==> src/rtl/dm_port_arbiter_pkg.sv <==
// Shared constants and FSM encoding for the DataMemory port arbiter.
package dm_port_arbiter_pkg;

  localparam int unsigned DM_DATA_W   = 64;
  localparam int unsigned DM_MEM_SIZE = 1024;
  localparam int unsigned DM_MEM_BITS = 10;

  typedef enum logic [1:0] {
    DMA_IDLE  = 2'd0,
    DMA_ISSUE = 2'd1,
    DMA_RESP  = 2'd2
  } dma_state_e;

endpackage

==> src/rtl/dm_port_arbiter_rr_arb2.sv <==
// Two-way round-robin pick with the registered priority pointer.
module dm_port_arbiter_rr_arb2 (
  input  logic       clk_i,
  input  logic       rst_ni,
  input  logic [1:0] req_i,
  input  logic       open_i,
  output logic       gnt_vld_o,
  output logic       winner_o
);

  logic prio_q, prio_d;

  always_comb begin
    winner_o  = req_i[1];
    gnt_vld_o = open_i & (|req_i);
    prio_d    = prio_q;
    if (req_i == 2'b11) winner_o = prio_q;
    // the pointer moves on every grant, errored transactions included
    if (gnt_vld_o) prio_d = ~winner_o;
  end

  always_ff @(posedge clk_i or negedge rst_ni) begin
    if (!rst_ni) prio_q <= 1'b0;
    else         prio_q <= prio_d;
  end

endmodule

==> src/rtl/dm_port_arbiter.sv <==
// Shares one DataMemory port between a CPU load/store requester and a debug/DMA loader,
// one registered transaction at a time: grant G, memory strobes G+1, response G+2.
module dm_port_arbiter
  import dm_port_arbiter_pkg::*;
#(
  parameter int unsigned DATA_W   = DM_DATA_W,
  parameter int unsigned MEM_SIZE = DM_MEM_SIZE,
  parameter int unsigned MEM_BITS = DM_MEM_BITS
) (
  input  logic              clk_i,
  input  logic              rst_ni,
  input  logic              r0_req_i,
  input  logic              r0_we_i,
  input  logic [DATA_W-1:0] r0_addr_i,
  input  logic [DATA_W-1:0] r0_wdata_i,
  input  logic              r1_req_i,
  input  logic              r1_we_i,
  input  logic [DATA_W-1:0] r1_addr_i,
  input  logic [DATA_W-1:0] r1_wdata_i,
  output logic              r0_gnt_o,
  output logic              r0_rsp_vld_o,
  output logic              r0_rsp_err_o,
  output logic [DATA_W-1:0] r0_rdata_o,
  output logic              r1_gnt_o,
  output logic              r1_rsp_vld_o,
  output logic              r1_rsp_err_o,
  output logic [DATA_W-1:0] r1_rdata_o,
  output logic              mem_rd_en_o,
  output logic              mem_wr_en_o,
  output logic [DATA_W-1:0] mem_addr_o,
  output logic [DATA_W-1:0] mem_wdata_o,
  input  logic [DATA_W-1:0] mem_rdata_i,
  output logic              busy_o
);

  dma_state_e        state_q, state_d;
  logic              id_q, id_d;
  logic              we_q, we_d;
  logic              err_q, err_d;
  logic              rd_en_q, rd_en_d;
  logic              wr_en_q, wr_en_d;
  logic [DATA_W-1:0] addr_q, addr_d;
  logic [DATA_W-1:0] wdata_q, wdata_d;
  logic [DATA_W-1:0] rdata0_q, rdata0_d;
  logic [DATA_W-1:0] rdata1_q, rdata1_d;

  logic              arb_open;
  logic              gnt_vld;
  logic              winner;
  logic              sel_we;
  logic              sel_err;
  logic [DATA_W-1:0] sel_addr;
  logic [DATA_W-1:0] sel_wdata;
  logic              rsp_vld;
  logic [DATA_W-1:0] rsp_data;

  // gated by reset so no grant can leak out while the block is held in reset
  assign arb_open = rst_ni && ((state_q == DMA_IDLE) || (state_q == DMA_RESP));

  dm_port_arbiter_rr_arb2 u_arb (
    .clk_i     (clk_i),
    .rst_ni    (rst_ni),
    .req_i     ({r1_req_i, r0_req_i}),
    .open_i    (arb_open),
    .gnt_vld_o (gnt_vld),
    .winner_o  (winner)
  );

  assign sel_we    = winner ? r1_we_i    : r0_we_i;
  assign sel_addr  = winner ? r1_addr_i  : r0_addr_i;
  assign sel_wdata = winner ? r1_wdata_i : r0_wdata_i;
  // a 32-bit access must end inside the array, otherwise the byte index would wrap
  assign sel_err   = (sel_addr[DATA_W-1:MEM_BITS] != '0) ||
                     (sel_addr[MEM_BITS-1:0] > MEM_BITS'(MEM_SIZE - 4));

  always_comb begin
    state_d = state_q;
    id_d    = id_q;
    we_d    = we_q;
    err_d   = err_q;
    addr_d  = addr_q;
    wdata_d = wdata_q;
    rd_en_d = 1'b0;
    wr_en_d = 1'b0;
    case (state_q)
      DMA_IDLE, DMA_RESP: state_d = gnt_vld ? DMA_ISSUE : DMA_IDLE;
      DMA_ISSUE:          state_d = DMA_RESP;
      default:            state_d = DMA_IDLE;
    endcase
    if (gnt_vld) begin
      id_d    = winner;
      we_d    = sel_we;
      err_d   = sel_err;
      addr_d  = sel_addr;
      wdata_d = sel_wdata;
      rd_en_d = !sel_we && !sel_err;
      wr_en_d = sel_we && !sel_err;
    end
  end

  assign rsp_vld  = (state_q == DMA_RESP);
  assign rsp_data = (we_q || err_q) ? '0 : mem_rdata_i;

  assign r0_gnt_o     = gnt_vld && !winner;
  assign r1_gnt_o     = gnt_vld && winner;
  assign r0_rsp_vld_o = rsp_vld && !id_q;
  assign r1_rsp_vld_o = rsp_vld && id_q;
  assign r0_rsp_err_o = r0_rsp_vld_o && err_q;
  assign r1_rsp_err_o = r1_rsp_vld_o && err_q;
  assign r0_rdata_o   = r0_rsp_vld_o ? rsp_data : rdata0_q;
  assign r1_rdata_o   = r1_rsp_vld_o ? rsp_data : rdata1_q;
  assign rdata0_d     = r0_rdata_o;
  assign rdata1_d     = r1_rdata_o;

  assign mem_rd_en_o  = rd_en_q;
  assign mem_wr_en_o  = wr_en_q;
  assign mem_addr_o   = addr_q;
  assign mem_wdata_o  = wdata_q;
  assign busy_o       = (state_q != DMA_IDLE);

  always_ff @(posedge clk_i or negedge rst_ni) begin
    if (!rst_ni) begin
      state_q  <= DMA_IDLE;
      id_q     <= 1'b0;
      we_q     <= 1'b0;
      err_q    <= 1'b0;
      rd_en_q  <= 1'b0;
      wr_en_q  <= 1'b0;
      addr_q   <= '0;
      wdata_q  <= '0;
      rdata0_q <= '0;
      rdata1_q <= '0;
    end else begin
      state_q  <= state_d;
      id_q     <= id_d;
      we_q     <= we_d;
      err_q    <= err_d;
      rd_en_q  <= rd_en_d;
      wr_en_q  <= wr_en_d;
      addr_q   <= addr_d;
      wdata_q  <= wdata_d;
      rdata0_q <= rdata0_d;
      rdata1_q <= rdata1_d;
    end
  end

endmodule

==> config.mk <==
export PLATFORM = sky130hd
export DESIGN_NAME = dm_port_arbiter
export DESIGN_NICKNAME = d
export VERILOG_FILES = /design/src/rtl/dm_port_arbiter_pkg.sv /design/src/rtl/dm_port_arbiter_rr_arb2.sv /design/src/rtl/dm_port_arbiter.sv
export SDC_FILE = /design/constraint.sdc
export NUM_CORES = 1
export LEC_CHECK = 0
export ABC_AREA = 1
export BUFFER_PORTS_ARGS = -buffer_cell sky130_fd_sc_hd__buf_2
export CAP_MARGIN = 10
export CORE_AREA = 2 2 230 232
export CTS_CLUSTER_DIAMETER = 60
export CTS_CLUSTER_SIZE = 20
export DETAILED_ROUTE_END_ITERATION = 10
export DIE_AREA = 0 0 232 234
export PLACE_DENSITY = 0.43
export SKIP_CTS_REPAIR_TIMING = 1
export SLEW_MARGIN = 30
export SYNTH_ARGS = -nofsm -noshare
export SYNTH_HDL_FRONTEND = slang
export SYNTH_SLANG_ARGS = --single-unit
==> constraint.sdc <==
create_clock -name clk_i -period 3.7 [get_ports clk_i]
set_clock_uncertainty 0.2 [all_clocks]
set_input_delay 0.37 -clock clk_i [delete_from_list [all_inputs] [get_ports clk_i]]
set_output_delay 0.37 -clock clk_i [all_outputs]
set_load 0.005 [all_outputs]
==> results.tsv <==
stage	metric	value	unit
die	start_util	22.78	%
min_path	min_path_cells	5	
routing	post-route-drc-count	0	
cts	htreeDepth	2	
final_layout	drive_gt1_share	29.03	%
routing	dr.pass1.iters	5	
sta	hold-worst-slack	-0.02355	ns
place	hpwl	36160	microns
final_layout	syn_to_final_growth	60.96	%
critical_path	required	3.13	ns
cts	cts.clk_slew.worst_paths	0.06	ns
cts	cts_root_buf	clkbuf_16	
flow_run	maxCapViolCount	0	
global_routing	grt_pass1_vias	11880	
global_routing	grt_use_total	17.11	%
pwr	powerDensity	486.2	nW/um^2
synthesis	ys_warn_count	0	
sta	slew_viol_final	0	
place	post-place-ws	0.7483	ns
routing	vias_per_cell	4.236	
pwr	leakagePower	10.87	nW
place	place.port_buffers	590	
synthesis	syn_inst	1559	
synthesis	synthDistinctLibCells	23	
place	placed_cell_area	15540	sq um
die	die-height	234	microns
cts	clock_path_buffers	3	
synthesis	yosysSeqAreaShare	55.74	%
synthesis	syn_area	11850	sq um
sta	rsz0062_at_grt	no	
routing	postRouteAntennaNets	0	
critical_path	start_kind	flop	
critical_path	worst-setup-path-type	flop to output port	
cts	clk_latency	0.53	ns
final_layout	fillCellCount	5584	
global_routing	antenna_found_initial	10	
die	fp.dieW	232	microns
sta	period_minus_slack	3.084	ns
die	rows	84	
sta	layout_setup_ws	0.6158	ns
sta	fin_crit_sh	83.36	%
final_layout	final_cell_area	19080	sq um
global_routing	grt_max_degree	132	
status	failed_checks	negative hold slack	
pwr	ir_drop	0.2642	mV
status	status	finished, violations left	
cts	cts_inserted_buffers	35	
die	ios	591	
sta	finalHoldViolations	18	
sta	finalSetupTns	0	ns
cts	cts_tree	yes	
synthesis	avgSynthCellArea	7.603	sq um
routing	wl	50500	microns
critical_path	crit_fanout	30	
synthesis	synth_fp_nets	1885	
routing	first_iter_violations	640	
die	dieArea	54290	sq um
final_layout	nNetsFinal	2670	
min_path	hold_path_class	input pin to flop	
global_routing	grt_overflow_total	0	
synthesis	synth_seq_cells	264	
sta	tightestPinTransition	0.8707	ns
cts	clock_sinks	264	
global_routing	grt_pass1_wl	71390	microns
critical_path	end_kind	output port	
sta	fmax	324.2	MHz
critical_path	reg2regPathDepth	8	
critical_path	critPathArrivalTime	2.51	ns
place	routabilityCongestion	0.8452	
routing	wl_per_cell	16.48	microns
place	placed_cells	2774	
routing	vias	12978	
final_layout	final_cells	3064	
die	core	52020	sq um
sta	setup_viol	0	
sta	slew_headroom	41.96	%
state kept, by name, indices dropped and copies added (netlist names), 2 cells and up:
signal,count
rdata0_q,64
mem_addr_o,64
state_q,2
rdata1_q,64
mem_wdata_o,64
metrics by stage:
stage | util (%) | power (W)
floorplan | - | 0.004169
global placement | 29.88 | 0.005116
detailed placement | 29.88 | 0.005119
CTS | 32.38 | 0.009039
global route | 36.66 | 0.009776
finish | 36.67 | 0.009276
final cells by class:
class | count | area, sq um | area share, %
Tap cell | 688 | 860.8 | 4.512
Inverter | 108 | 407.9 | 2.138
Multi-Input combinational cell | 1102 | 4504 | 23.61
Sequential cell | 264 | 6606 | 34.63
Antenna cell | 6 | 15.01 | 0.07870
Clock inverter | 22 | 331.6 | 1.738
Timing Repair Buffer | 833 | 5381 | 28.21
Clock buffer | 41 | 970.9 | 5.089
final timing paths:
| check | startpoint | to | slack, ns |
|---|---|---|---|
| worst max-delay path | err_q | r1_rdata_o[13] | 0.62 |
| worst min-delay path | mem_rdata_i[22] | rdata0_q[22] | -0.02 |
| worst max register to register | u_arb.prio_q | mem_wdata_o[46] | 0.83 |
| worst min register to register | state_q[1] | state_q[1] | 0.24 |
| max in group asynchronous | rst_ni | mem_wdata_o[49] | 2.03 |
| min in group asynchronous | rst_ni | rdata0_q[55] | 0.12 |
cells in the final DEF (no fill, tap or decap), drive strengths merged:
master	synthesis	routed
a21boi	1	1
a31oi	29	29
nor2	131	131
clkinv	0	5
dfrtp	264	264
a21oi	2	2
inv	108	113
clkinvlp	0	5
dlygate4sd3	0	221
nand3	71	71
nand3b	24	24
nand2	793	793
bufinv	0	7
clkbuf	54	41
buf	31	612
o21ai	43	43
diode	0	6
or2	4	4
nor3	4	4
power breakdown:
group	internal, W	switching (W)	total (W)	leakage (nW)
combinational	0.000976	0.00100	0.00198	6.84
sequential	0.00328	0.000188	0.00347	3.41
clock	0.00240	0.00144	0.00384	0.626
total	0.00665	0.00262	0.00928	10.9
metal layers:
| layer | global-route usage (%) | share of wire [%] | vias up |
|---|---|---|---|
| li1 | - | - | 6353 |
| met1 | 20.89 | 42 | 6118 |
| met2 | 28.66 | 49 | 421 |
| met3 | 5.557 | 7.0 | 82 |
| met4 | 5.228 | 2.4 | 4 |
| met5 | 0 | 0.046 | - |
cell usage after synthesis:
cell,number,area share (%)
nor2_1,129,4.1
nor2_2,1,0.053
buf_2,20,0.84
nor3_1,4,0.17
dfrtp_1,264,56
inv_2,1,0.032
a21oi_1,2,0.084
nand3_1,71,3.0
nand2_1,791,25
buf_6,1,0.095
nand3b_1,24,1.5
buf_4,2,0.13
clkbuf_1,54,1.7
inv_1,107,3.4
a31oi_1,29,1.5
o21ai_1,3,0.13
nand2_2,2,0.11
o21ai_0,40,1.7
a21boi_2,1,0.095
buf_1,8,0.25
or2_0,1,0.053
or2_2,3,0.16
nor2_4,1,0.095
kinds of logic (layout without fill, tap and decap cells):
kind of cell           Yosys count  after routing  share of synthesized area (%)
other                            0              6                              0
and+or+nand+nor               1027           1027                          34.29
AOI/OAI and AO/OA               75             75                          3.526
buffers and inverters          193           1004                          6.450
DFF                            264            264                          55.74
worst max-delay path, cell delays in order (launching register included):
cell and delay (ns):
dfrtp_1 0.44, or2_2 0.56, buf_4 0.35, nor2_1 0.28, nand2_1 0.09, nand2_1 0.11, buf_2 0.12
(Power assumes the default switching activity.)
